**config.mk**
```make
export PLATFORM = sky130hd
export DESIGN_NAME = fifo_lane_packer
export DESIGN_NICKNAME = d
export VERILOG_FILES = /design/src/rtl/fifo_lane_packer.sv
export SDC_FILE = /design/constraint.sdc
export NUM_CORES = 1
export LEC_CHECK = 0
export ABC_AREA = 0
export BUFFER_PORTS_ARGS = -buffer_cell sky130_fd_sc_hd__buf_2
export CORE_MARGIN = 5
export CORE_UTILIZATION = 55
export DETAILED_ROUTE_END_ITERATION = 12
export PLACE_DENSITY = 0.77
export SLEW_MARGIN = 20
export SYNTH_ARGS = -nofsm -noshare
export SYNTH_HDL_FRONTEND = slang
export SYNTH_SLANG_ARGS = --single-unit
```
**constraint.sdc**
```tcl
create_clock -name clk -period 2.7 [get_ports clk]
set_input_delay 0.27 -clock clk [delete_from_list [all_inputs] [get_ports clk]]
set_output_delay 0.27 -clock clk [all_outputs]
set_load 0.005 [all_outputs]
```
**src/rtl/fifo_lane_packer.sv**
```systemverilog
`default_nettype none
// ============================================================================
// fifo_lane_packer - packs K popped W-bit FIFO entries into one valid/ready word
// Revision: 1.0
// ============================================================================
module fifo_lane_packer #(
    parameter int W  = 8,
    parameter int K  = 4,
    parameter int CW = $clog2(K + 1)
) (
    input  logic            clk,
    input  logic            rst_n,
    input  logic            in_empty,
    input  logic [W-1:0]    in_data,
    output logic            in_re,
    input  logic            flush,
    output logic            out_valid,
    output logic [W*K-1:0]  out_data,
    output logic [CW-1:0]   out_count,
    input  logic            out_ready
);

    localparam logic [CW-1:0] c_last_lane = CW'(K - 1);
    localparam logic [CW-1:0] c_one       = CW'(1);

    logic [CW-1:0]  r_fill;
    logic [W*K-1:0] r_acc;
    logic           r_out_valid;
    logic [W*K-1:0] r_out_data;
    logic [CW-1:0]  r_out_count;

    logic           w_slot_free;
    logic           w_pop;
    logic           w_word_done;
    logic           w_emit;
    logic [CW-1:0]  w_eff;
    logic [W*K-1:0] w_acc_next;

    assign w_slot_free = !r_out_valid || out_ready;
    // rst_n gates the pop so the upstream FIFO is never drained during reset
    assign w_pop       = rst_n && !in_empty && w_slot_free;
    assign w_eff       = w_pop ? (r_fill + c_one) : r_fill;
    assign w_word_done = w_pop && (r_fill == c_last_lane);
    assign w_emit      = w_slot_free && (w_word_done || (flush && (w_eff != '0)));

    assign in_re     = w_pop;
    assign out_valid = r_out_valid;
    assign out_data  = r_out_data;
    assign out_count = r_out_count;

    // Accumulator view including a lane popped this cycle, so flush can emit it
    always_comb begin
        w_acc_next = r_acc;
        for (int i = 0; i < K; i++) begin
            if (w_pop && (r_fill == CW'(i))) begin
                w_acc_next[i*W +: W] = in_data;
            end
        end
    end

    always_ff @(posedge clk or negedge rst_n) begin
        if (!rst_n) begin
            r_fill      <= '0;
            r_acc       <= '0;
            r_out_valid <= 1'b0;
            r_out_data  <= '0;
            r_out_count <= '0;
        end else begin
            if (w_emit) begin
                r_out_valid <= 1'b1;
                r_out_data  <= w_acc_next;
                r_out_count <= w_eff;
                r_acc       <= '0;
                r_fill      <= '0;
            end else begin
                if (w_slot_free) begin
                    r_out_valid <= 1'b0;
                end
                if (w_pop) begin
                    r_acc  <= w_acc_next;
                    r_fill <= r_fill + c_one;
                end
            end
        end
    end

endmodule
`default_nettype wire

```
### Word level (Yosys, flattened, before mapping)

Index checks and enable logic that the tools add are counted.

* register bits: 71
* bits in latches: 0
* memory bits (writable): 0
* bits in read-only memories: 0
* output and inout bits: 37
* logic and storage cells: 35
* memories: 0

* add/subtract/negate cells: 1
* multiply operators: 0
* div/mod/pow operators: 0
* order comparisons: 0
* equal/unequal tests: 3
* shift-type cells: 0
* muxes and demuxes: 10
* bitwise logic cells: 0
* reduce and logical (&&, ||, !) cells: 16

Operators by type and width (count)
* $mux W32: 2
* $mux W8: 4
* $logic_and A1 B1 Y1: 8
* $eq A3 B2 Y1 const B: 2
* $mux W3: 2
* $reduce_bool A2 Y1: 2
* $add A3 B1 Y3 const B: 1
* $eq A3 B1 Y1 const B: 1
* $logic_not A3 Y1: 1
* $reduce_bool A3 Y1: 1
* $logic_not A1 Y1: 2
* $logic_or A1 B1 Y1: 2
* $mux W1: 2

### Longest topological paths before layout

Gate-level depths: netlist (run 1).

* depth after elaboration: 9
* mapped depth: 7

### Worst setup path before layout (run 1)

Ideal clock, no wire load.

* path kind: register to register
* from: reg r_fill[0]
* to: reg r_out_data[30], in the netlist out_data[30]
* library setup time: 0.146 ns
* data arrival time: 1.958 ns
* setup slack: 0.596 ns
* stages on the path, launching flop included: 8
* buffers on the path: 1
* clock period less this slack: 2.104 ns
* cells stage by stage: dfrtp_1 > ha_1 > ha_1 > nor4bb_1 > or3_1 > a211oi_2 > buf_4 > a22oi_1

* cells in the longest elaborated chain, start to end: 6
* elaborated cells on any way between the ends: 9
* classes of those cells: add/sub (1); eq/ne (1); mux (2); reduce/logical (5)

Ends and longest elaborated chain
* start: declaration: line 26 `logic [CW-1:0] r_fill;`
* start signal: assignment: line 81 `r_fill <= r_fill + c_one;`
* $add A3 B1 Y3: line 42 `assign w_eff = w_pop ? (r_fill + c_one) : r_fill;`
* $mux W3
* $reduce_bool A3 Y1: line 44 `assign w_emit = w_slot_free && (w_word_done || (flush && (w_eff != '0)));`
* $logic_and A1 B1 Y1: line 44
* $logic_or A1 B1 Y1: line 44
* $logic_and A1 B1 Y1: line 44
* end signal: assignment: line 71 `r_out_data <= w_acc_next;`
* end: declaration: line 29 `logic [W*K-1:0] r_out_data;`

Parallel ways exist; a longest one is shown, timed or not.
A chain may end at the register's enable or synchronous reset.

### Worst setup path after layout (run 1)

* from: reg r_fill[0]
* to: reg r_out_data[8], in the netlist out_data[8]

The elaborated chain is that of the path after synthesis.

==> metrics.yaml, run 1 <==
sta:
  fmax_mhz: 412
  setup_slack_ns: 0.275
  finalSetupViolations: 0
  finalHoldViolCount: 0
  fin_tns_setup_ns: 0
  rsz0062_at_grt: "no"
  finClkSkew_ns: 0.00972
  worstMarginPinSlew_ns: 0.555
  report.final.slew_viol_count: 0
  period_share_pct: 89.8
  relSlewSlack_pct: 63.0
  period_minus_slack_ns: 2.42
critical_path:
  cpPeakStageDelay_ns: 0.45
  crit_chain: "ha_1 > ha_1 > nor4bb_1 > or3_1 > a211oi_4 > buf_4 > a22oi_1"
  r2r-start: "r_fill[0]$_DFF_PN0_"
  cp_data_required_time_ns: 2.89
  startpoint: "r_fill[0]$_DFF_PN0_"
  path_delay_family: "adder cells"
  cp_max_fo: 44
  path_depth: 7
  crit_path_end: "out_data[8]$_DFFE_PN0P_"
  cp_common_cell: "ha_1"
  worst-path-buf-inv: 1
  cp-end-kind: "flip-flop"
  reg2regPathDepth: 7
  startpoint_type: "flip-flop"
  cp_data_arrival_time_ns: 2.62
  rr_endpoint: "out_data[8]$_DFFE_PN0P_"
  crit_slowest_cell: "dfrtp_1"
  reg2reg_slack_ns: 0.28
  criticalPathCategory: "reg -> reg"
route:
  via_count: 2070
  postRouteAntennaNets: 0
  via_per_inst: 5.43
  first_pass_iters: 4
  drc: 0
  wl_per_cell_um: 16.3
  drt_iter0_drc: 121
  drt-total-wl_mm: 6.22
cells_and_area:
  layout_common_cells: "nor2_1, dfrtp_1, buf_2"
  n_antenna_cell: 0
  area_growth_pct: 17.3
  drive_gt1_share_pct: 23.5
  finalNetCount: 325
  fillers: 399
clocking:
  cts.hold.buffers_added: 1
  htree_levels: 3
  clkLatencyLatePin_ns: 0.34
  cts_resized: 0
  cts_tree: "yes"
  clockBufferDepth: 2
  post-cts-setup-buffer-count: 0
  clkTransAtPathRegs_ns: 0.08
  cts.sinks: 71
  cts_root_buf: "clkbuf_8"
  cts-buffers-inserted: 9
pwr:
  p_sw_mw: 1.39
  pwr-share-comb_pct: 35.6
  ir_drop_mv: 0.651
  power.share.clock_pct: 22.4
  power_density_mw_per_mm2: 1160
  totalPowerFinal_mw: 4.05
  swShare_pct: 34.4
  seqPwrFrac_pct: 42.0
  p_leak_nw: 1.66
  p_int_mw: 2.65
logic_synthesis:
  ys_ff_latch: 71
  syn_nets: 276
  syn-mean-instance-area_um2: 11.5
  netlist_area_mm2: 0.00296
  synthCells: 258
  synthDistinctLibCells: 28
  ys_seq_area_share_pct: 60.0
  ys.warnings.count: 0
floorplanning:
  core_mm2: 0.00517
  dieArea_mm2: 0.00695
  die_h_um: 83.4
  start_util_pct: 57.3
  io_pins: 50
  die_w_um: 83.4
  rows: 26
global_routing:
  grt-ovfl-total: 0
  grt_use_total_pct: 19.2
  antenna_found_initial: 0
  grt_max_degree: 47
  grt_pass1_wl_mm: 10.6
  grt_pass1_vias: 2111
placed_design:
  place_ws_ns: 0.284
  hpwl_mm: 4.06
  port_buffers: 49
  gp_congestion: 0.766
run:
  drv_cap: 0
hold_path:
  hp-class: "in -> reg"
status:
  status: "finished, final reports clean"
==> Yosys cell counts, drive strengths merged <==
master / count / area [µm²]
xnor2: 1 / 8.76
nand3: 1 / 5.00
mux2i: 32 / 320
nor2b: 1 / 6.26
a211oi: 1 / 12.5
o2111ai: 1 / 8.76
clkbuf: 4 / 15.0
ha: 5 / 62.6
or3: 1 / 6.26
nor2: 71 / 267
nand2: 1 / 3.75
o32ai: 1 / 8.76
a31oi: 1 / 6.26
mux2: 1 / 11.3
a21oi: 2 / 10.0
buf: 15 / 85.1
o21ai: 1 / 5.00
nand4: 1 / 6.26
nor4bb: 1 / 10.0
dfrtp: 71 / 1780
a22oi: 35 / 263
and3: 1 / 6.26
and2b: 1 / 7.51
nand2b: 2 / 12.5
and4: 3 / 26.3
inv: 3 / 11.3
==> layer usage <==
layer	GRT usage [%]	routed length, µm
met5	0	0
met4	7.58	87
met3	5.25	346
met2	28.6	2830
met1	26.6	2950
==> power by group through the flow <==
stage	clock network, mW	registers [mW]	logic, mW
global route	0.964	1.76	1.62
floorplan	0	1.73	0.908
detailed placement	0	1.72	1.45
global placement	0	1.71	1.40
CTS	0.914	1.70	1.46
finish	0.906	1.70	1.44
==> worst min-delay path by stage <==
| stage | startpoint | to | slack (ns) | depth (start not counted) |
|---|---|---|---|---|
| after floorplan | rst_n | out_count[0]$_DFFE_PN0P_ | -0.03 | 0 |
| after global placement | rst_n | out_count[1]$_DFFE_PN0P_ | 0.34 | 2 |
| after detailed placement | rst_n | out_count[1]$_DFFE_PN0P_ | 0.34 | 2 |
| after CTS | flush | out_valid$_DFFE_PN0P_ | 0.26 | 3 |
| after global routing | in_data[1] | r_acc[9]$_DFFE_PN0P_ | 0.30 | 3 |
| final | flush | out_valid$_DFFE_PN0P_ | 0.27 | 3 |
==> flip-flops by register name, indices dropped and copies added, names as in the netlist <==
name / count
out_data: 32
r_acc: 32
out_count: 3
r_fill: 3
out_valid: 1
==> stage by stage <==
step	hold WS [ns]	instances	instance area [µm²]	util (%)
after floorplan	-0.0256	258	2960	-
after global placement	0.341	365	3250	62.9
after detailed placement	0.339	365	3250	62.9
after CTS	0.257	381	3470	67.2
after global routing	0.297	381	3470	67.2
final	0.273	381	3470	67.2
==> area by class of cell <==
type                       instances  area [µm²]  share of cell area (%)
multi-input combinational        165        1080                    31.1
clock buffer                       9         124                    3.57
clock inverter                     6        86.3                    2.48
tap                               70        87.6                    2.52
inverter                           3        11.3                   0.324
sequential                        71        1780                    51.1
timing repair buffer              57         308                    8.86
==> tightest hold or removal path: cells and delay by family <==
family	cells	cell delay (ns)
buffers and inverters	1	0.09
AO/OA/AOI/OAI	2	0.21
==> cells by family after synthesis <==
family / after synthesis / share of synthesized area [%]
multiplexers: 33 / 11.2
adder cells (fa/ha/maj): 5 / 2.11
XOR/XNOR: 1 / 0.296
AO/OA/AOI/OAI: 42 / 10.6
buffers and inverters: 22 / 3.76
AND/OR/NAND/NOR: 84 / 12.0
flip-flops: 71 / 60.0
(Power assumes the default switching activity.)
==> inputs of run 2 (changes only) <==
--- a/config.mk
+++ b/config.mk
@@ -7,8 +7,10 @@
 export LEC_CHECK = 0
 export ABC_AREA = 0
 export BUFFER_PORTS_ARGS = -buffer_cell sky130_fd_sc_hd__buf_2
+export CORE_ASPECT_RATIO = 0.7
 export CORE_MARGIN = 5
 export CORE_UTILIZATION = 55
+export CTS_CLUSTER_DIAMETER = 150
 export DETAILED_ROUTE_END_ITERATION = 12
 export PLACE_DENSITY = 0.77
 export SLEW_MARGIN = 20
==> run 2 against run 1 <==
Net effect:
- non-clock buffer count down 2
- count of clock-buffer cells in the layout up 4
- clock power down 9.7%
- via count down 0.19%
- register-to-register slack about the same
- highest routed layer unchanged
==> metrics.yaml, run 2 (synthesis results as in run 1) <==
floorplanning:
  rows: 22  # was 26
  die_h_um: 71.4  # was 83.4 µm
  io_pins: 50  # unchanged
  die_w_um: 97.7  # was 83.4 µm
  dieArea_mm2: 0.00698  # was 0.00695 mm²
  start_util_pct: 56.6  # was 57.3%
  core_mm2: 0.00523  # was 0.00517 mm²
sta:
  fmax_mhz: 414  # was 412 MHz
  fin_tns_setup_ns: 0  # unchanged
  report.final.slew_viol_count: 0  # unchanged
  worstMarginPinSlew_ns: 0.857  # was 0.555 ns
  finClkSkew_ns: 0.00746  # was 0.00972 ns
  period_share_pct: 89.4  # was 89.8%
  finalHoldViolCount: 0  # unchanged
  period_minus_slack_ns: 2.41  # was 2.42 ns
  finalSetupViolations: 0  # unchanged
  relSlewSlack_pct: 42.8  # was 63.0%
  rsz0062_at_grt: "no"  # unchanged
  setup_slack_ns: 0.287  # was 0.275 ns
critical_path:
  cp_max_fo: 32  # was 44
  cp_data_required_time_ns: 2.90  # was 2.89 ns
  crit_slowest_cell: "dfrtp_1"  # unchanged
  cp_common_cell: "ha_1"  # unchanged
  cp_data_arrival_time_ns: 2.61  # was 2.62 ns
  r2r-start: "r_fill[0]$_DFF_PN0_"  # unchanged
  cp-end-kind: "flip-flop"  # unchanged
  startpoint_type: "flip-flop"  # unchanged
  criticalPathCategory: "reg -> reg"  # unchanged
  reg2regPathDepth: 7  # unchanged
  worst-path-buf-inv: 1  # unchanged
  rr_endpoint: "out_data[21]$_DFFE_PN0P_"  # was out_data[8]$_DFFE_PN0P_
  reg2reg_slack_ns: 0.29  # was 0.28 ns
  path_delay_family: "adder cells"  # unchanged
  cpPeakStageDelay_ns: 0.44  # was 0.45 ns
  crit_chain: "ha_1 > ha_1 > nor4bb_1 > or3_1 > a211oi_4 > buf_4 > a22oi_1"  # unchanged
placed_design:
  place_ws_ns: 0.222  # was 0.284 ns
  place_area_mm2: 0.00326  # was 0.00325 mm²
  port_buffers: 49  # unchanged
  gp_congestion: 0.775  # was 0.766
  hpwl_mm: 4.04  # was 4.06 mm
clocking:
  cts_root_buf: "clkbuf_8"  # unchanged
  cts_resized: 0  # unchanged
  clkTransAtPathRegs_ns: 0.07  # was 0.08 ns
  clockBufferDepth: 2  # unchanged
  cts.hold.buffers_added: 0  # was 1
  post-cts-setup-buffer-count: 0  # unchanged
  cts_tree: "yes"  # unchanged
  cts.sinks: 71  # unchanged
  clkLatencyLatePin_ns: 0.34  # about the same
  cts-buffers-inserted: 9  # unchanged
  htree_levels: 3  # unchanged
pwr:
  totalPowerFinal_mw: 3.98  # was 4.05 mW
  ir_drop_mv: 0.540  # was 0.651 mV
  power_density_mw_per_mm2: 1150  # was 1160 mW/mm²
  p_leak_nw: 1.64  # was 1.66 nW
cells_and_area:
  n_antenna_cell: 0  # unchanged
  finalNetCount: 323  # was 325
  layout_common_cells: "nor2_1, dfrtp_1, buf_2"  # unchanged
  fillers: 402  # was 399
  area_growth_pct: 16.6  # was 17.3%
  ff_latch_area_mm2: 0.00178  # unchanged
  drive_gt1_share_pct: 22.9  # was 23.5%
  multiInputGateArea_mm2: 0.00108  # about the same
  final_cell_area_mm2: 0.00345  # was 0.00347 mm²
global_routing:
  grt_use_total_pct: 19.0  # was 19.2%
  grt_pass1_vias: 2035  # was 2111
  grt_max_degree: 72  # was 47
  antenna_found_initial: 0  # unchanged
  grt-ovfl-total: 0  # unchanged
  grt_pass1_wl_mm: 10.3  # was 10.6 mm
hold_path:
  hp-class: "in -> async"  # was in -> reg
route:
  drt_iter0_drc: 183  # was 121
  drc: 0  # unchanged
  drt-total-wl_mm: 6.25  # was 6.22 mm
  via_per_inst: 5.41  # was 5.43
  wl_per_cell_um: 16.4  # was 16.3 µm
  first_pass_iters: 4  # unchanged
  via_count: 2066  # was 2070
  postRouteAntennaNets: 0  # unchanged
status:
  status: "finished, final reports clean"  # unchanged
run:
  drv_cap: 0  # unchanged
## run 2: cell count changes in the layout (fill, tap and decap cells not counted), sizes merged
cell,delta
clkbuf,+4
clkinv,-2
buf,-1
bufinv,-1
dlygate4sd3,-1
## run 2: power by group
group | internal, mW | switching, mW | leakage [nW]
clock network | 0.452 | 0.366 | 0.0936
registers | 1.51 | 0.202 | 0.895
logic | 0.655 | 0.803 | 0.656
## run 2: layer usage
| layer | wire length, µm | part of all wire [%] | global-route usage, % |
|---|---|---|---|
| met4 | 41 | 0.66 | 5.99 |
| met1 | 3060 | 49 | 27.0 |
| met3 | 361 | 5.8 | 6.32 |
| met5 | 0 | 0 | 0 |
| met2 | 2790 | 45 | 27.7 |
## run 2: layout make-up
type / instances / area share (%)
Multi-Input combinational cell: 165 / 31.3
Clock buffer: 13 / 4.31
Sequential cell: 71 / 51.4
Clock inverter: 3 / 1.23
Tap cell: 72 / 2.61
Timing Repair Buffer: 55 / 8.76
Inverter: 3 / 0.326
## run 2: worst max-delay path by stage
stage | from | endpoint | slack [ns] | cells past startpoint
2_1_floorplan | r_fill[0]$_DFF_PN0_ | out_data[30]$_DFFE_PN0P_ | 0.60 | 7
3_3_place_gp | r_fill[0]$_DFF_PN0_ | out_count[1]$_DFFE_PN0P_ | 0.35 | 7
3_5_place_dp | r_fill[0]$_DFF_PN0_ | out_data[0]$_DFFE_PN0P_ | 0.22 | 6
4_1_cts | r_fill[0]$_DFF_PN0_ | out_data[0]$_DFFE_PN0P_ | 0.22 | 6
5_1_grt | r_fill[0]$_DFF_PN0_ | out_data[27]$_DFFE_PN0P_ | 0.17 | 7
6_report | r_fill[0]$_DFF_PN0_ | out_data[21]$_DFFE_PN0P_ | 0.29 | 7
## run 2: through the flow
stage	hold slack [ns]	utilization, %	instances
3_3_place_gp	0.497	62.4	366
4_1_cts	0.198	66.0	382
6_report	0.171	66.1	382
2_1_floorplan	-0.0256	-	258
5_1_grt	0.268	66.1	382
3_5_place_dp	0.505	62.4	366
==> inputs of run 3 (changes only) <==
--- a/config.mk
+++ b/config.mk
@@ -9,10 +9,10 @@
 export BUFFER_PORTS_ARGS = -buffer_cell sky130_fd_sc_hd__buf_2
 export CORE_ASPECT_RATIO = 0.7
 export CORE_MARGIN = 5
-export CORE_UTILIZATION = 55
+export CORE_UTILIZATION = 50
 export CTS_CLUSTER_DIAMETER = 150
 export DETAILED_ROUTE_END_ITERATION = 12
-export PLACE_DENSITY = 0.77
+export PLACE_DENSITY = 0.74
 export SLEW_MARGIN = 20
 export SYNTH_ARGS = -nofsm -noshare
 export SYNTH_HDL_FRONTEND = slang
==> constraint.sdc (replaced) <==
create_clock -name clk -period 2.1 [get_ports clk]
set_input_delay 0.21 -clock clk [delete_from_list [all_inputs] [get_ports clk]]
set_output_delay 0.21 -clock clk [all_outputs]
set_load 0.005 [all_outputs]
==> run 3 against run 2 <==
Net effect:
- the run now ends with setup timing left
- total power up 49%
- critical path depth up 2
- design area up 11%
- wire length up 18%
==> metrics.yaml, run 3 (synthesis results as in run 1) <==
critical_path:
  criticalPathCategory: "reg -> reg"  # unchanged
  crit_path_end: "out_count[0]$_DFFE_PN0P_"  # was out_data[21]$_DFFE_PN0P_
  reg2regPathDepth: 9  # was 7
  rr_endpoint: "out_count[0]$_DFFE_PN0P_"  # was out_data[21]$_DFFE_PN0P_
  cp-end-kind: "flip-flop"  # unchanged
  r2r-start: "r_fill[0]$_DFF_PN0_"  # unchanged
  cp_data_arrival_time_ns: 2.36  # was 2.61 ns
  startpoint_type: "flip-flop"  # unchanged
  reg2reg_slack_ns: -0.03  # was 0.29 ns
  cp_data_required_time_ns: 2.33  # was 2.90 ns
  cp_max_fo: 5  # was 32
  startpoint: "r_fill[0]$_DFF_PN0_"  # unchanged
cells_and_area:
  layout_common_cells: "nor2_1, dfrtp_1, buf_2"  # unchanged
  fillers: 444  # was 402
  fin_util_pct: 66.8  # was 66.1%
  drive_gt1_share_pct: 32.1  # was 22.9%
  ff_latch_area_mm2: 0.00178  # unchanged
  finalNetCount: 343  # was 323
  final_cells: 405  # was 382
  multiInputGateArea_mm2: 0.00118  # was 0.00108 mm²
  area_growth_pct: 29.1  # was 16.6%
  final_cell_area_mm2: 0.00382  # was 0.00345 mm²
  n_antenna_cell: 0  # unchanged
placed_design:
  place_ws_ns: -0.0780  # was 0.222 ns
  place_inst: 379  # was 366
  hpwl_mm: 4.41  # was 4.04 mm
  place_area_mm2: 0.00334  # was 0.00326 mm²
  port_buffers: 49  # unchanged
  gp_congestion: 0.803  # was 0.775
route:
  first_pass_iters: 4  # unchanged
  via_count: 2216  # was 2066
  wl_met3_um: 539  # was 361 µm
  postRouteAntennaNets: 0  # unchanged
  wl_met2_mm: 3.42  # was 2.79 mm
  maxUsedRoutingLayer: "met4"  # unchanged
  drt_iter0_drc: 193  # was 183
  via_per_inst: 5.47  # was 5.41
  wl_per_cell_um: 18.2  # was 16.4 µm
  drc: 0  # unchanged
  wl_met1_mm: 3.37  # was 3.06 mm
  drt-total-wl_mm: 7.37  # was 6.25 mm
floorplanning:
  die_w_um: 102  # was 97.7 µm
  die_h_um: 74.4  # was 71.4 µm
  io_pins: 50  # unchanged
  core_mm2: 0.00573  # was 0.00523 mm²
  start_util_pct: 51.7  # was 56.6%
  rows: 23  # was 22
  dieArea_mm2: 0.00759  # was 0.00698 mm²
clocking:
  cts.sinks: 71  # unchanged
  htree_levels: 3  # unchanged
  clkTransAtPathRegs_ns: 0.07  # about the same
  clkLatencyLatePin_ns: 0.36  # was 0.34 ns
  cts_root_buf: "clkbuf_8"  # unchanged
  cts-buffers-inserted: 9  # unchanged
  cts_tree: "yes"  # unchanged
  clockBufferDepth: 2  # unchanged
hold_path:
  hp-class: "in -> reg"  # was in -> async
  hold_path_startpoint: "in_data[7]"
sta:
  finalSetupViolations: 17  # was 0
  report.final.slew_viol_count: 0  # unchanged
  finalHoldWorstSlack_ns: 0.210  # was 0.171 ns
  worstMarginPinSlew_ns: 0.587  # was 0.857 ns
  fin_tns_setup_ns: -0.383  # was 0 ns
  period_share_pct: 102  # was 89.4%
  setup_slack_ns: -0.0329  # was 0.287 ns
  fmax_mhz: 469  # was 414 MHz
  finClkSkew_ns: 0.0120  # was 0.00746 ns
  relSlewSlack_pct: 60.8  # was 42.8%
  rsz0062_at_grt: "yes"  # was no
  finalHoldViolCount: 0  # unchanged
  period_minus_slack_ns: 2.13  # was 2.41 ns
global_routing:
  grt_use_total_pct: 19.4  # was 19.0%
  grt_pass1_wl_mm: 10.9  # was 10.3 mm
  grt_pass1_vias: 2095  # was 2035
  grt-ovfl-total: 0  # unchanged
  grt_max_degree: 54  # was 72
  antenna_found_initial: 0  # unchanged
status:
  violations: "setup timing"
  status: "finished, violations left"  # was finished, final reports clean
run:
  drv_cap: 0  # unchanged
pwr:
  power_density_mw_per_mm2: 1550  # was 1150 mW/mm²
  totalPowerFinal_mw: 5.94  # was 3.98 mW
  p_leak_nw: 1.80  # was 1.64 nW
  ir_drop_mv: 0.658  # was 0.540 mV
==> run 3: changes by cell type in the layout (fill, tap and decap cells not counted), moves of 2 or more <==
cell	before	now
ha_4	0	2
buf_6	0	5
buf_4	5	16
a22oi_2	0	10
clkbuf_1	3	1
clkbuf_16	0	3
bufinv_16	1	3
a22oi_1	35	25
ha_1	5	2
==> run 3: metal layers <==
| layer | track usage (%) | vias to the layer above |
|---|---|---|
| li1 | - | 1029 |
| met2 | 27.8 | 70 |
| met5 | 0 | - |
| met1 | 27.9 | 1111 |
| met3 | 7.22 | 6 |
| met4 | 5.24 | 0 |
==> run 3: how the worst min path moves through the flow <==
stage               slack [ns]  cells past startpoint                  endpoint
floorplan                -0.09                      0  out_count[0]$_DFFE_PN0P_
global placement          0.28                      2  out_count[1]$_DFFE_PN0P_
detailed placement        0.28                      2       r_fill[2]$_DFF_PN0_
CTS                       0.19                      3     out_valid$_DFFE_PN0P_
global route              0.22                      3     r_acc[15]$_DFFE_PN0P_
finish                    0.21                      3     r_acc[15]$_DFFE_PN0P_
==> run 3: worst max-delay path: stages (launching register included) <==
cell	delay [ns]
dfrtp_1	0.39
ha_2	0.20
ha_4	0.21
nor4bb_4	0.16
or3_4	0.34
a211oi_4	0.21
buf_6	0.17
buf_6	0.12
buf_6	0.13
a22oi_1	0.08
==> run 3: area by class of cell <==
| class | count | area share (%) |
|---|---|---|
| well taps | 75 | 2.45 |
| multi-input cells | 165 | 30.8 |
| clock inverters | 6 | 2.85 |
| repair buffers | 75 | 13.8 |
| clock buffers | 10 | 3.34 |
| inverters | 3 | 0.295 |
| flip-flops and latches | 71 | 46.5 |
==> run 3: repair_timing <==
action | 4_1_cts | 5_1_grt
endpoints found under the setup margin | 70 | 70
gates resized for setup | 5 | 18
cloned | 2 | 3
hold endpoints to repair | 24 | 0
pin swaps | 0 | 1
hold buffers | 1 | 0
setup buffers | 1 | 3
==> run 3: power by group <==
part           total (mW)  internal [mW]  switching, mW
clock network        1.29          0.787          0.506
logic                2.46           1.20           1.27
registers            2.18           1.94          0.247
total                5.94           3.92           2.02
